### src/rtl/alu_pipe.sv
// rtl/alu_pipe.sv - 2-stage pipelined add/sub/and/xor ALU with valid/ready handshake and CC register
// Optional ALU_SAT_EN: add/sub results saturate on signed overflow.
module alu_pipe #(
  parameter int unsigned WIDTH    = 64,
  parameter logic [2:0]  CC_RESET = 3'b100
) (
  input  logic             clk,
  input  logic             reset,
  input  logic             in_valid,
  output logic             in_ready,
  input  logic [1:0]       control,
  input  logic [WIDTH-1:0] a,
  input  logic [WIDTH-1:0] b,
  input  logic             set_cc,
  output logic             out_valid,
  input  logic             out_ready,
  output logic [WIDTH-1:0] out,
  output logic             carry,
  output logic             overflow,
  output logic             cc_zf,
  output logic             cc_sf,
  output logic             cc_of
);

  localparam logic [1:0] OP_ADD = 2'b00;
  localparam logic [1:0] OP_SUB = 2'b01;
  localparam logic [1:0] OP_AND = 2'b10;

  logic             s1_valid;
  logic [1:0]       s1_control;
  logic [WIDTH-1:0] s1_a;
  logic [WIDTH-1:0] s1_b;
  logic             s1_set_cc;
  logic             s2_valid;
  logic             s2_set_cc;
  logic             s2_adv;

  logic             is_sub;
  logic [WIDTH-1:0] b_eff;
  logic [WIDTH:0]   wide;
  logic [WIDTH-1:0] sum;
  logic [WIDTH-1:0] res;
  logic             c_res;
  logic             ov_res;

  assign s2_adv    = !s2_valid || out_ready;
  assign in_ready  = !s1_valid || s2_adv;
  assign out_valid = s2_valid;

  // Subtraction shares the adder as A + ~B + 1; borrow is the inverted carry-out.
  always_comb begin
    is_sub = (s1_control == OP_SUB);
    b_eff  = is_sub ? ~s1_b : s1_b;
    wide   = {1'b0, s1_a} + {1'b0, b_eff} + {{WIDTH{1'b0}}, is_sub};
    sum    = wide[WIDTH-1:0];
    res    = sum;
    c_res  = 1'b0;
    ov_res = 1'b0;
    case (s1_control)
      OP_ADD: begin
        c_res  = wide[WIDTH];
        ov_res = (s1_a[WIDTH-1] == s1_b[WIDTH-1]) && (sum[WIDTH-1] != s1_a[WIDTH-1]);
      end
      OP_SUB: begin
        c_res  = !wide[WIDTH];
        ov_res = (s1_a[WIDTH-1] != s1_b[WIDTH-1]) && (sum[WIDTH-1] != s1_a[WIDTH-1]);
      end
      OP_AND:  res = s1_a & s1_b;
      default: res = s1_a ^ s1_b;
    endcase
`ifdef ALU_SAT_EN
    // Overflow direction follows the sign of A: positive A can only overflow upward.
    if (ov_res)
      res = s1_a[WIDTH-1] ? {1'b1, {(WIDTH-1){1'b0}}} : {1'b0, {(WIDTH-1){1'b1}}};
`endif
  end

  always_ff @(posedge clk) begin
    if (reset) begin
      s1_valid   <= 1'b0;
      s1_control <= 2'b00;
      s1_a       <= '0;
      s1_b       <= '0;
      s1_set_cc  <= 1'b0;
    end else if (in_ready) begin
      s1_valid <= in_valid;
      if (in_valid) begin
        s1_control <= control;
        s1_a       <= a;
        s1_b       <= b;
        s1_set_cc  <= set_cc;
      end
    end
  end

  always_ff @(posedge clk) begin
    if (reset) begin
      s2_valid  <= 1'b0;
      s2_set_cc <= 1'b0;
      out       <= '0;
      carry     <= 1'b0;
      overflow  <= 1'b0;
    end else if (s2_adv) begin
      s2_valid <= s1_valid;
      if (s1_valid) begin
        out       <= res;
        carry     <= c_res;
        overflow  <= ov_res;
        s2_set_cc <= s1_set_cc;
      end
    end
  end

  // Flags commit only when the consumer actually takes the result.
  always_ff @(posedge clk) begin
    if (reset) begin
      {cc_zf, cc_sf, cc_of} <= CC_RESET;
    end else if (s2_valid && out_ready && s2_set_cc) begin
      cc_zf <= (out == '0);
      cc_sf <= out[WIDTH-1];
      cc_of <= overflow;
    end
  end

endmodule

### config.mk
export PLATFORM = sky130hd
export DESIGN_NAME = alu_pipe
export DESIGN_NICKNAME = d
export VERILOG_FILES = /design/src/rtl/alu_pipe.sv
export SDC_FILE = /design/constraint.sdc
export NUM_CORES = 1
export LEC_CHECK = 0
export ABC_AREA = 1
export CORE_ASPECT_RATIO = 1.25
export CORE_UTILIZATION = 35
export CTS_BUF_LIST = sky130_fd_sc_hd__clkbuf_8
export CTS_CLUSTER_DIAMETER = 100
export DETAILED_ROUTE_END_ITERATION = 6
export HOLD_SLACK_MARGIN = 0.03
export PLACE_DENSITY = 0.55
export SLEW_MARGIN = 20
export SYNTH_ARGS = -nofsm -noshare
export SYNTH_HDL_FRONTEND = slang
export SYNTH_SLANG_ARGS = --single-unit
### constraint.sdc
create_clock -name clk -period 2.67 [get_ports clk]
set_input_delay 0.534 -clock clk [delete_from_list [all_inputs] [get_ports clk]]
set_output_delay 0.534 -clock clk [all_outputs]
set_load 0.05 [all_outputs]
==> flow_summary.yaml <==
sta:
  finClkSkew_ns: 0.0260
  setup_slack_ns: -0.227
  worstMarginPinSlew_ns: 0.675
  finalCritPeriodShare_pct: 109
  fmaxAchievable_mhz: 345
  hold_viol: 0
  timing.slew.headroom_pct: 54.5
  rsz0062_at_grt: "true"
  hold_slack_ns: 0.444
  drv_slew: 0
  post-route-min-period_ns: 2.90
  finalSetupViolations: 45
layout:
  area_growth_pct: 47.8
  drive_gt1_share_pct: 24.7
  layoutNonFillerInstCount: 3119
  fin_nets: 2867
  final_core_util_pct: 53.0
  layout_common_cells: "nor2_1, buf_4, nand2_1"
  layout_commonest_cell: "nor2_1"
run_status:
  status: "finished, violations left"
  violations: "negative setup slack"
placed_design:
  routabilityCongestion: 0.938
  hpwl_um: 47600
  post-place-cells: 3026
  port_buffers: 205
global_route:
  overflow: 0
  grt_pass1_vias: 16200
  antenna_found_initial: 1
  grt_max_degree: 126
  grt_first_pass_wirelength_um: 91300
  grt_usage_pct: 29.0
clocking:
  clockRootBuffer: "clkbuf_8"
  htree_levels: 2
  insertion_delay_ns: 0.59
  cts_tree: "built"
  cts_buffers: 36
  clk_pin_slew_ns: 0.06
  clockBufferDepth: 3
  clock-sinks: 203
run:
  max_cap_viol_count: 0
floorplan:
  floorplan.initialDensity_pct: 35.9
  die-width_um: 182
  pin_count: 206
  chipHeight_um: 227
  coreArea_mm2: 0.0394
  rows: 81
  die_area_mm2: 0.0412
yosys:
  syn_inst: 2109
  ys_types: 43
  synth_nets: 2380
  ys_ff_latch: 203
  synth_area_mm2: 0.0141
  ys.flop_type: "dfxtp_1"
  ys_warn_count: 0
  synth_enable_flop_cells: 0
  syn_area_per_cell_um2: 6.70
  ys_async_sr_fraction_pct: 0
  yosysSeqAreaShare_pct: 28.7
worst_setup_path:
  worst_path_most_repeated_cell: "buf_4"
  timing.rr.end: "out[37]$_SDFFE_PP0P_"
  crit_type: "flip-flop to flip-flop"
  cp.required_ns: 3.12
  critPathBufInv: 7
  r2r-start: "s1_control[1]$_SDFFE_PP0P_"
  cp.arrival_ns: 3.35
  worstRegToRegCells: 19
  r2r_setup_slack_ns: -0.23
  worstSetupEndpointType: "flip-flop"
  cp-startpoint: "s1_control[1]$_SDFFE_PP0P_"
  slowest_stage: "ha_1"
  critPathMaxFanout: 17
  crit_end: "out[37]$_SDFFE_PP0P_"
  cp_top_family: "buffers and inverters"
  crit_cells: 19
  start_kind: "flip-flop"
  crit_chain: "inv_2, nand2_4, buf_12, buf_4, xnor2_1, ha_1, nand2_2, nor2_4, inv_2, nor2_2, inv_1, buf_4, o21ai_1, buf_4, a21oi_1, nand2_1, a21oi_2, o21ai_1, a21oi_1"
  slowest_delay_ns: 0.38
detailed_routing:
  avgViaCountPerCell: 5.19
  drtPass1Iterations: 5
  num_vias: 16200
  drc: 0
  highest_layer: "met4"
  dr_wl_met2_um: 31400
  wirelength_met1_um: 24500
  drtIter0Drc: 744
  wl_met3_um: 1950
  routed_wl_um: 60200
  final_antenna_net_count: 0
  wl_per_cell_um: 19.3
pwr:
  p_per_area_mw_per_mm2: 525
  p_total_mw: 11.0
  p_leak_nw: 9.28
  ir_drop_uv: 453
min_path:
  whs_path_depth: 2
  hold_path_class: "flip-flop to flip-flop"
-- final cells by class --
class | count | area [µm²]
antenna | 1 | 2.50
fill | 4010 | 18500
multi-input combinational | 1646 | 10100
timing repair buffer | 538 | 4740
sequential | 203 | 4070
inverter | 171 | 651
clock inverter | 14 | 91.3
clock buffer | 48 | 661
tap | 498 | 623
-- where the power goes --
part / total [mW] / leakage [nW] / internal, mW / switching, mW
Combinational: 4.35 / 7.18 / 1.92 / 2.44
Clock: 3.09 / 0.412 / 1.70 / 1.39
Sequential: 3.52 / 1.68 / 3.27 / 0.250
Total: 11.0 / 9.28 / 6.89 / 4.08
-- worst min-delay path: cells and delay by family (launching register included) --
family	cells	cell delay, ns
AOI/OAI and AO/OA	1	0.05
buffers and inverters	1	0.05
DFF	1	0.31
-- timing repair --
| action | CTS | global route |
|---|---|---|
| resized for setup | 167 | 147 |
| setup endpoints to repair | 53 | 55 |
| hold buffers | 0 | 0 |
| pin swaps | 17 | 23 |
| setup buffers | 11 | 19 |
-- synthesized netlist by cell type (all sizes together) (2+ instances only) --
master | count | area share [%]
o21ai | 264 | 9.4
nor3 | 18 | 0.64
nand4 | 17 | 0.75
nand3 | 87 | 3.1
xor2 | 3 | 0.19
dfxtp | 203 | 29
buf | 26 | 0.74
or2 | 20 | 0.89
nand3b | 17 | 0.90
a21oi | 179 | 6.4
a21boi | 7 | 0.37
nor2 | 410 | 11
nand2 | 303 | 8.2
o21bai | 8 | 0.42
a41oi | 2 | 0.12
inv | 170 | 4.5
ha | 135 | 12
o211ai | 5 | 0.27
a221o | 26 | 1.8
nor4 | 23 | 1.0
o21a | 7 | 0.37
xnor2 | 62 | 3.8
a31oi | 24 | 1.1
and3 | 2 | 0.088
clkbuf | 63 | 1.7
a221oi | 13 | 0.81
a21o | 9 | 0.48
-- sequential cells by signal, summed over array words and instances, names as in the netlist, 2 cells and up --
name,cells
s1_control,2
s1_a,64
s1_b,64
out,64
-- layer usage --
layer / up-vias / GRT usage [%]
li1: 8107 / -
met2: 349 / 55.1
met5: - / 0
met3: 101 / 3.15
met4: 0 / 11.6
met1: 7633 / 32.7
-- kinds of logic (layout without fill, tap and decap cells) --
family	Yosys count	count (layout)	share of synthesized area, %
compound gates	547	547	21.7
xor+xnor	65	65	4.03
fa+ha+maj	136	136	12.1
buf+inv	260	771	6.96
flops	203	203	28.7
other cells	0	1	0
simple gates	898	898	26.5
-- per-stage QoR --
stage	setup slack, ns	setup TNS [ns]	cell area, µm²
finish	-0.227	-4.32	20900
global route	-0.384	-13.21	20900
CTS	-0.195	-4.58	20200
detailed placement	-0.620	-14.75	18900
global placement	-0.613	-13.81	18900
floorplan	0.00864	0	14100
-- worst min path at each step --
stage                               from              endpoint  slack (ns)
global route          cc_sf$_SDFFE_PP0P_    cc_sf$_SDFFE_PP0P_        0.46
finish                cc_sf$_SDFFE_PP0P_    cc_sf$_SDFFE_PP0P_        0.44
CTS                   cc_sf$_SDFFE_PP0P_    cc_sf$_SDFFE_PP0P_        0.45
detailed placement    cc_sf$_SDFFE_PP0P_    cc_sf$_SDFFE_PP0P_        0.44
floorplan           s1_a[0]$_SDFFE_PP0P_  s1_a[0]$_SDFFE_PP0P_        0.45
global placement      cc_sf$_SDFFE_PP0P_    cc_sf$_SDFFE_PP0P_        0.43
(Power assumes the default switching activity.)
